[config.mk]
export PLATFORM = sky130hd
export DESIGN_NAME = axil_addr_decoder
export DESIGN_NICKNAME = d
export VERILOG_FILES = /design/src/rtl/axil_addr_decoder.sv
export SDC_FILE = /design/constraint.sdc
export NUM_CORES = 1
export LEC_CHECK = 0
export CAP_MARGIN = 20
export CORE_AREA = 2 2 172 174
export CTS_CLUSTER_SIZE = 28
export DETAILED_ROUTE_END_ITERATION = 10
export DIE_AREA = 0 0 174 176
export GPL_TIMING_DRIVEN = 0
export HOLD_SLACK_MARGIN = 0.02
export PLACE_DENSITY_LB_ADDON = 0.2
export SYNTH_ARGS = -nofsm -noshare
export SYNTH_HDL_FRONTEND = slang
export SYNTH_SLANG_ARGS = --single-unit
[constraint.sdc]
create_clock -name clk_i -period 15.05 [get_ports clk_i]
set_clock_uncertainty 0.15 [all_clocks]
set_input_delay 1.505 -clock clk_i [delete_from_list [all_inputs] [get_ports clk_i]]
set_output_delay 1.505 -clock clk_i [all_outputs]
set_load 0.005 [all_outputs]
[src/rtl/axil_addr_decoder.sv]
// AXI4-Lite 1-to-N address decoder: routes AW/W/B and AR/R to the port whose
// address rule matches, answering unmapped accesses locally with DECERR.
package axil_addr_decoder_pkg;
  typedef struct packed {
    logic [63:0] start_addr;
    logic [63:0] end_addr;
  } addr_rule_t;
endpackage

module axil_addr_decoder
  import axil_addr_decoder_pkg::*;
#(
  parameter int         NUM_SLAVES        = 2,
  parameter int         ADDR_W            = 32,
  parameter int         DATA_W            = 32,
  parameter addr_rule_t RULES [NUM_SLAVES] = '{'{64'h0001_0000, 64'h0001_0030},
                                               '{64'h1000_0000, 64'h1FFF_0000}}
) (
  input  logic                                clk_i,
  input  logic                                rst_i,
  input  logic [ADDR_W-1:0]                   s_awaddr_i,
  input  logic                                s_awvalid_i,
  output logic                                s_awready_o,
  input  logic [DATA_W-1:0]                   s_wdata_i,
  input  logic [DATA_W/8-1:0]                 s_wstrb_i,
  input  logic                                s_wvalid_i,
  output logic                                s_wready_o,
  output logic [1:0]                          s_bresp_o,
  output logic                                s_bvalid_o,
  input  logic                                s_bready_i,
  input  logic [ADDR_W-1:0]                   s_araddr_i,
  input  logic                                s_arvalid_i,
  output logic                                s_arready_o,
  output logic [DATA_W-1:0]                   s_rdata_o,
  output logic [1:0]                          s_rresp_o,
  output logic                                s_rvalid_o,
  input  logic                                s_rready_i,
  output logic [NUM_SLAVES-1:0][ADDR_W-1:0]   m_awaddr_o,
  output logic [NUM_SLAVES-1:0]               m_awvalid_o,
  input  logic [NUM_SLAVES-1:0]               m_awready_i,
  output logic [NUM_SLAVES-1:0][DATA_W-1:0]   m_wdata_o,
  output logic [NUM_SLAVES-1:0][DATA_W/8-1:0] m_wstrb_o,
  output logic [NUM_SLAVES-1:0]               m_wvalid_o,
  input  logic [NUM_SLAVES-1:0]               m_wready_i,
  input  logic [NUM_SLAVES-1:0][1:0]          m_bresp_i,
  input  logic [NUM_SLAVES-1:0]               m_bvalid_i,
  output logic [NUM_SLAVES-1:0]               m_bready_o,
  output logic [NUM_SLAVES-1:0][ADDR_W-1:0]   m_araddr_o,
  output logic [NUM_SLAVES-1:0]               m_arvalid_o,
  input  logic [NUM_SLAVES-1:0]               m_arready_i,
  input  logic [NUM_SLAVES-1:0][DATA_W-1:0]   m_rdata_i,
  input  logic [NUM_SLAVES-1:0][1:0]          m_rresp_i,
  input  logic [NUM_SLAVES-1:0]               m_rvalid_i,
  output logic [NUM_SLAVES-1:0]               m_rready_o
);
  localparam int STRB_W = DATA_W / 8;
  localparam int SEL_W  = (NUM_SLAVES > 1) ? $clog2(NUM_SLAVES) : 1;

  // Returns {hit, sel}; scanning downward lets the lowest matching index win.
  function automatic logic [SEL_W:0] decode(input logic [ADDR_W-1:0] a);
    logic [SEL_W:0] r;
    r = '0;
    for (int i = NUM_SLAVES - 1; i >= 0; i--)
      if (a >= RULES[i].start_addr[ADDR_W-1:0] && a < RULES[i].end_addr[ADDR_W-1:0])
        r = {1'b1, SEL_W'(i)};
    return r;
  endfunction

  typedef enum logic [1:0] {W_IDLE, W_FWD, W_BWAIT, W_RESP} wstate_e;
  typedef enum logic [1:0] {R_IDLE, R_FWD, R_RWAIT, R_RESP} rstate_e;

  // ---------------- write path ----------------
  wstate_e               wst_q;
  logic                  aw_held_q, w_held_q;
  logic [ADDR_W-1:0]     awaddr_q;
  logic [DATA_W-1:0]     wdata_q;
  logic [STRB_W-1:0]     wstrb_q;
  logic [SEL_W-1:0]      wsel_q;
  logic                  s_awready_q, s_wready_q, s_bvalid_q;
  logic [1:0]            bresp_q;
  logic [NUM_SLAVES-1:0] m_awvalid_q, m_wvalid_q, m_bready_q;
  logic [SEL_W:0]        wdec;
  logic                  aw_hs, w_hs, aw_done, w_done;

  assign wdec    = decode(awaddr_q);
  assign aw_hs   = s_awvalid_i && s_awready_q;
  assign w_hs    = s_wvalid_i && s_wready_q;
  assign aw_done = !m_awvalid_q[wsel_q] || m_awready_i[wsel_q];
  assign w_done  = !m_wvalid_q[wsel_q] || m_wready_i[wsel_q];

  always_ff @(posedge clk_i or posedge rst_i) begin
    if (rst_i) begin
      wst_q       <= W_IDLE;
      aw_held_q   <= 1'b0;
      w_held_q    <= 1'b0;
      awaddr_q    <= '0;
      wdata_q     <= '0;
      wstrb_q     <= '0;
      wsel_q      <= '0;
      s_awready_q <= 1'b0;
      s_wready_q  <= 1'b0;
      s_bvalid_q  <= 1'b0;
      bresp_q     <= 2'b00;
      m_awvalid_q <= '0;
      m_wvalid_q  <= '0;
      m_bready_q  <= '0;
    end else begin
      case (wst_q)
        W_IDLE: begin
          if (aw_hs) begin
            awaddr_q  <= s_awaddr_i;
            aw_held_q <= 1'b1;
          end
          if (w_hs) begin
            wdata_q  <= s_wdata_i;
            wstrb_q  <= s_wstrb_i;
            w_held_q <= 1'b1;
          end
          s_awready_q <= !(aw_held_q || aw_hs);
          s_wready_q  <= !(w_held_q || w_hs);
          // Both beats held: ready is already low, so no new capture can race this.
          if (aw_held_q && w_held_q) begin
            aw_held_q <= 1'b0;
            w_held_q  <= 1'b0;
            if (wdec[SEL_W]) begin
              wsel_q                     <= wdec[SEL_W-1:0];
              m_awvalid_q[wdec[SEL_W-1:0]] <= 1'b1;
              m_wvalid_q[wdec[SEL_W-1:0]]  <= 1'b1;
              wst_q                      <= W_FWD;
            end else begin
              bresp_q    <= 2'b11;
              s_bvalid_q <= 1'b1;
              wst_q      <= W_RESP;
            end
          end
        end
        W_FWD: begin
          if (m_awready_i[wsel_q]) m_awvalid_q[wsel_q] <= 1'b0;
          if (m_wready_i[wsel_q])  m_wvalid_q[wsel_q]  <= 1'b0;
          if (aw_done && w_done) begin
            m_bready_q[wsel_q] <= 1'b1;
            wst_q              <= W_BWAIT;
          end
        end
        W_BWAIT: begin
          if (m_bvalid_i[wsel_q]) begin
            bresp_q    <= m_bresp_i[wsel_q];
            m_bready_q <= '0;
            s_bvalid_q <= 1'b1;
            wst_q      <= W_RESP;
          end
        end
        W_RESP: begin
          if (s_bready_i) begin
            s_bvalid_q  <= 1'b0;
            s_awready_q <= 1'b1;
            s_wready_q  <= 1'b1;
            wst_q       <= W_IDLE;
          end
        end
        default: wst_q <= W_IDLE;
      endcase
    end
  end

  // ---------------- read path ----------------
  rstate_e               rst_q;
  logic                  ar_held_q;
  logic [ADDR_W-1:0]     araddr_q;
  logic [SEL_W-1:0]      rsel_q;
  logic                  s_arready_q, s_rvalid_q;
  logic [DATA_W-1:0]     rdata_q;
  logic [1:0]            rresp_q;
  logic [NUM_SLAVES-1:0] m_arvalid_q, m_rready_q;
  logic [SEL_W:0]        rdec;
  logic                  ar_hs;

  assign rdec  = decode(araddr_q);
  assign ar_hs = s_arvalid_i && s_arready_q;

  always_ff @(posedge clk_i or posedge rst_i) begin
    if (rst_i) begin
      rst_q       <= R_IDLE;
      ar_held_q   <= 1'b0;
      araddr_q    <= '0;
      rsel_q      <= '0;
      s_arready_q <= 1'b0;
      s_rvalid_q  <= 1'b0;
      rdata_q     <= '0;
      rresp_q     <= 2'b00;
      m_arvalid_q <= '0;
      m_rready_q  <= '0;
    end else begin
      case (rst_q)
        R_IDLE: begin
          if (ar_hs) begin
            araddr_q  <= s_araddr_i;
            ar_held_q <= 1'b1;
          end
          s_arready_q <= !(ar_held_q || ar_hs);
          if (ar_held_q) begin
            ar_held_q <= 1'b0;
            if (rdec[SEL_W]) begin
              rsel_q                       <= rdec[SEL_W-1:0];
              m_arvalid_q[rdec[SEL_W-1:0]] <= 1'b1;
              rst_q                        <= R_FWD;
            end else begin
              rdata_q    <= '0;
              rresp_q    <= 2'b11;
              s_rvalid_q <= 1'b1;
              rst_q      <= R_RESP;
            end
          end
        end
        R_FWD: begin
          if (m_arready_i[rsel_q]) begin
            m_arvalid_q[rsel_q] <= 1'b0;
            m_rready_q[rsel_q]  <= 1'b1;
            rst_q               <= R_RWAIT;
          end
        end
        R_RWAIT: begin
          if (m_rvalid_i[rsel_q]) begin
            rdata_q    <= m_rdata_i[rsel_q];
            rresp_q    <= m_rresp_i[rsel_q];
            m_rready_q <= '0;
            s_rvalid_q <= 1'b1;
            rst_q      <= R_RESP;
          end
        end
        R_RESP: begin
          if (s_rready_i) begin
            s_rvalid_q  <= 1'b0;
            s_arready_q <= 1'b1;
            rst_q       <= R_IDLE;
          end
        end
        default: rst_q <= R_IDLE;
      endcase
    end
  end

  // Payload is broadcast to every port; only the selected valid qualifies it.
  assign s_awready_o = s_awready_q;
  assign s_wready_o  = s_wready_q;
  assign s_bvalid_o  = s_bvalid_q;
  assign s_bresp_o   = bresp_q;
  assign s_arready_o = s_arready_q;
  assign s_rvalid_o  = s_rvalid_q;
  assign s_rdata_o   = rdata_q;
  assign s_rresp_o   = rresp_q;
  assign m_awaddr_o  = {NUM_SLAVES{awaddr_q}};
  assign m_wdata_o   = {NUM_SLAVES{wdata_q}};
  assign m_wstrb_o   = {NUM_SLAVES{wstrb_q}};
  assign m_araddr_o  = {NUM_SLAVES{araddr_q}};
  assign m_awvalid_o = m_awvalid_q;
  assign m_wvalid_o  = m_wvalid_q;
  assign m_bready_o  = m_bready_q;
  assign m_arvalid_o = m_arvalid_q;
  assign m_rready_o  = m_rready_q;
endmodule

==> results of run 1 <==
==> Yosys cell counts, drive strengths merged, types with 2 or more instances <==
library cell / n
nor4b: 2
mux2i: 8
nor3: 7
inv: 17
nand2: 17
nand4: 10
a311oi: 2
nor2b: 6
nand3: 7
mux2: 136
o32a: 3
and2: 2
clkbuf: 14
a31oi: 5
o21ai: 8
o311ai: 2
o22a: 3
a21oi: 20
nor2: 9
o22ai: 3
dfrtp: 160
buf: 111
a21boi: 2
ha: 8
a22oi: 3
a22o: 32
nor4: 9
or3: 2
==> sequential cells by signal, summed over array words and instances, names as in the netlist, 2 cells and up <==
signal,flops
s_rdata_o,32
wdata_q,32
m_wvalid_o,2
m_arvalid_o,2
m_awvalid_o,2
s_bresp_o,2
s_rresp_o,2
rst_q,2
wstrb_q,4
m_rready_o,2
wst_q,2
araddr_q,32
m_bready_o,2
awaddr_q,32
==> worst max-delay path: cells and delay by family, from the launching register on <==
kind / cells / cell delay [ns]
buf+inv: 2 / 0.66
flops: 1 / 0.56
==> area by class of cell <==
cell class / instances / area (um2)
clock inverters: 13 / 119
plain buffers: 125 / 895
fillers: 2700 / 15200
inverters: 17 / 71.3
repair buffers: 440 / 4420
clock buffers: 19 / 453
flip-flops and latches: 160 / 4000
multi-input cells: 319 / 2880
well taps: 384 / 480
==> per-stage QoR <==
step | std cells | total power [mW]
detailed placement | 1445 | 2.43
CTS | 1477 | 2.87
finish | 1477 | 2.82
global route | 1477 | 3.01
floorplan | 621 | 1.52
global placement | 1444 | 2.41
==> power breakdown <==
group | total [mW] | internal (mW) | switching, mW | leakage (nW)
clock | 0.425 | 0.228 | 0.197 | 0.283
sequential | 0.862 | 0.640 | 0.222 | 1.93
combinational | 1.54 | 1.05 | 0.492 | 3.32
==> worst paths after layout <==
check	to	slack (ns)
worst max-delay path	m_araddr_o[60]	11.76
worst min-delay path	s_rdata_o[20]	0.35
worst max register to register	awaddr_q[1]	12.59
worst min register to register	s_rdata_o[20]	0.35
max in group asynchronous	wdata_q[31]	12.54
min in group asynchronous	araddr_q[3]	1.32
==> layer usage <==
layer | GRT usage (%) | vias up
li1 | - | 3058
met3 | 5.79 | 19
met5 | 0 | -
met4 | 3.78 | 0
met1 | 19.6 | 3191
met2 | 28.6 | 260
==> cells by family (layout without fill, tap and decap cells) <==
logic type	after synthesis	after routing	synth area share, %
flip-flops	160	160	51.1
multiplexers	144	144	20.6
buffers and inverters	142	614	12.2
AO/OA/AOI/OAI	94	94	9.43
AND/OR/NAND/NOR	73	73	5.43
adder cells (fa/ha/maj)	8	8	1.28
==> qor.yml, run 1 <==
outcome: "completed"
crit_start: "araddr_q[28]"
syn_area_mm2: 0.00784
post_cts_buffers: 0
portBuffers: 439
routed-via-count: 6528
cts_tree: "yes"
gp_congestion: 0.792
min_from: "s_rdata_o[20]"
min_period_ns: 3.29
power_leakage_nw: 5.53
timing.rr.start: "wst_q[0]"
cpMaxStageDelayCell: "dfrtp_1"
dp_slack_ns: 11.39
worstHoldPathType: "flip-flop to flip-flop"
vias_per_cell: 4.42
synth_edf_count: 0
antenna_found_initial: 0
maxSlewViolCount: 0
start_kind: "flip-flop"
cts.repair.resized: 0
rsz0062_at_grt: "no"
syn_avg_cell_area_um2: 12.6
worst_slack_ns: 11.76
synth_top_area_share_pct: 51.1
synth-seq-cells: 160
highest_layer: "met4"
placed_area_mm2: 0.0127
die_h_um: 176
drt-initial-drc-count: 301
totalWireLength_um: 25800
synth_fp_nets: 818
clk_latency_ns: 0.42
cts_made_buffers: 17
synthToLayoutAreaGrowth_pct: 69.9
cts_buffer_depth: 2
r2r.worst_path.cells: 6
arrival_ns: 1.64
ys_types: 52
path_max_fanout: 5
hold_buffers: 0
setup_viol: 0
grt_usage_pct: 16.5
ys_seq_area_share_pct: 51.1
rows: 62
ant_nets: 0
firstDrtPassIters: 4
drt-met1-wl_um: 10400
pin_count: 440
maxClockFrequency_ghz: 0.304
tns_ns: 0
wire_per_inst_um: 17.5
place_hpwl_um: 20200
period_share_pct: 21.9
crit_chain: "buf_4, clkdlybuf4s50_1"
ys_top_cells_by_area: "dfrtp_1, mux2_2, buf_4"
maxCapViolCount: 0
whs_path_depth: 1
async_reset_ff_share_pct: 100
worst_pin_slew_ns: 0.676
drive_gt1_share_pct: 26.7
wl_met3_um: 2100
critical_path_class: "flip-flop to output port"
grt_max_degree: 115
fin_nets: 1277
drc: 0
final_util_pct: 46.7
final_common_cell: "clkdlybuf4s50_1"
yosysWarningCount: 0
path_clk_slew_ns: 0.07
dr_wl_met2_um: 13100
peakVddDrop_v: 0.000101
grt_pass1_vias: 6674
synth-main-ff-cell: "dfrtp_1"
max_stage_delay_ns: 0.56
grt_pass1_wl_um: 39300
die_area_mm2: 0.0306
initial_utilization_pct: 27.5
hold_viol: 0
synth_cells: 621
die_w_um: 174
p_per_area_mw_per_mm2: 212
fin_area_mm2: 0.0133
worstPathRequired_ns: 13.40
overflow: 0
coreArea_mm2: 0.0285
htreeDepth: 4
cts-root-buf: "clkbuf_16"
relSlewSlack_pct: 54.9
numClockSinks: 160
cp-end-kind: "output port"
yosys.area.top_type: "dfrtp_1"
final_cell_mix: "clkdlybuf4s50_1, dfrtp_1, mux2_2"
hold_slack_ns: 0.353
diodes: 0
(Power assumes the default switching activity.)
==> run 2: changes to the inputs <==
clock period = 2.7 ns   (was 15.05 ns; I/O delays follow)
==> qor.yml, run 2 (same netlist as run 1, synthesis figures left out) <==
outcome: "completed"
ant_nets: 0
path_common_cell: "clkbuf_1"
diodes: 0
rows: 62
fin_nets: 1280
drt-initial-drc-count: 252
period_share_pct: 91.2
dp_cells: 1448
drive_gt1_share_pct: 26.8
relSlewSlack_pct: 43.7
p_switching_mw: 5.08
portBuffers: 439
drc: 0
routed-via-count: 6566
setup_viol: 0
final_common_cell: "clkdlybuf4s50_1"
numClockSinks: 160
clkPwrFrac_pct: 15.3
start_kind: "flip-flop"
grt_max_degree: 40
hold_viol: 0
rsz0062_at_grt: "no"
grt_usage_pct: 16.7
cts_made_buffers: 17
hold_buffers: 0
die_area_mm2: 0.0306
seqPwrFrac_pct: 30.4
crit_chain: "inv_1, ha_1, clkbuf_1, nand3_1, clkbuf_1, mux2_2"
firstDrtPassIters: 4
hold_slack_ns: 0.219
r2r_slack_ns: 0.24
path_max_fanout: 10
htreeDepth: 4
critical_path_class: "flip-flop to flip-flop"
synthToLayoutAreaGrowth_pct: 70.7
worstPathRequired_ns: 2.85
peakVddDrop_v: 0.000490
totalWireLength_um: 26100
instances_no_fill: 1479
arrival_ns: 2.61
cts.repair.resized: 0
p_per_area_mw_per_mm2: 1180
tns_ns: 0
path_clk_slew_ns: 0.07
maxSlewViolCount: 0
antenna_found_initial: 0
die_h_um: 176
pin_count: 440
coreArea_mm2: 0.0285
min_period_ns: 2.46
grt_pass1_wl_um: 39800
grt_pass1_vias: 6812
final_cell_mix: "clkdlybuf4s50_1, dfrtp_1, mux2_2"
worstHoldPathType: "primary input to async pin"
clk_latency_ns: 0.42
gp_congestion: 0.786
final_util_pct: 46.9
initial_utilization_pct: 27.5
power_leakage_nw: 5.56
cts-root-buf: "clkbuf_16"
die_w_um: 174
overflow: 0
max_stage_delay_ns: 0.54
combPwrFrac_pct: 54.3
wire_per_inst_um: 17.7
maxCapViolCount: 0
cts_buffer_depth: 2
cts_tree: "yes"
fin_area_mm2: 0.0134
place_hpwl_um: 20700
cpMaxStageDelayCell: "clkbuf_1"
p_int_mw: 10.7
swShare_pct: 32.2
worst_pin_slew_ns: 0.842
cp-end-kind: "flip-flop"
placed_area_mm2: 0.0128
vias_per_cell: 4.44
maxClockFrequency_ghz: 0.406
post_cts_buffers: 0
run 2: cell types whose count changed in the layout (fill, tap and decap cells not counted):
cell       before  now
buf_12          0    3
bufinv_16       0    1
clkbuf_1       14   15
clkbuf_8        2    0
clkinv_2        1    0
inv_6           4    5
inv_8           5    4
run 2: final cells by class:
type | count | area, um2
Buffer | 125 | 895
Clock buffer | 18 | 429
Clock inverter | 13 | 145
Fill cell | 2713 | 15200
Inverter | 17 | 67.6
Multi-Input combinational cell | 319 | 2880
Sequential cell | 160 | 4000
Tap cell | 384 | 480
Timing Repair Buffer | 443 | 4480
run 2: routing by layer:
metal  track usage [%]  routed length [um]  vias up
li1                  -                   -     3069
met1              20.2               10600     3208
met2              29.5               13400      282
met3              4.95                1940        7
met4              3.36                 170        0
met5                 0                   0        -
run 2: power by group through the flow:
stage          Sequential, mW  Combinational [mW]  Clock, mW
2_1_floorplan            4.58                3.91          0
3_3_place_gp             4.84                8.59          0
3_5_place_dp             4.85                8.68          0
4_1_cts                  4.83                8.72       2.49
5_1_grt                  4.99                9.25       2.59
6_report                 4.80                8.59       2.41
run 2: final timing paths:
kind / to / cells past startpoint / start
max in group asynchronous: wdata_q[2] / 4 / rst_i
min reg2reg: s_rresp_o[0] / 1 / s_rresp_o[0]
max: araddr_q[1] / 6 / rst_q[0]
max reg2reg: araddr_q[1] / 6 / rst_q[0]
min: wdata_q[31] / 2 / rst_i
min in group clk_i: awaddr_q[23] / 2 / s_awaddr_i[23]
run 2: critical path, delay by kind of cell (launching register included):
| family | cells | cell delay (ns) |
|---|---|---|
| adders and majority gates | 1 | 0.24 |
| buffers and inverters | 3 | 0.86 |
| DFF | 1 | 0.39 |
| muxes | 1 | 0.40 |
| and+or+nand+nor | 1 | 0.31 |
run 2: through the flow:
step | worst slack (ns) | total power [mW]
2_1_floorplan | 0.251 | 8.49
3_3_place_gp | -1.36 | 13.4
3_5_place_dp | 0.189 | 13.5
4_1_cts | 0.183 | 16.0
5_1_grt | 0.0280 | 16.8
6_report | 0.238 | 15.8
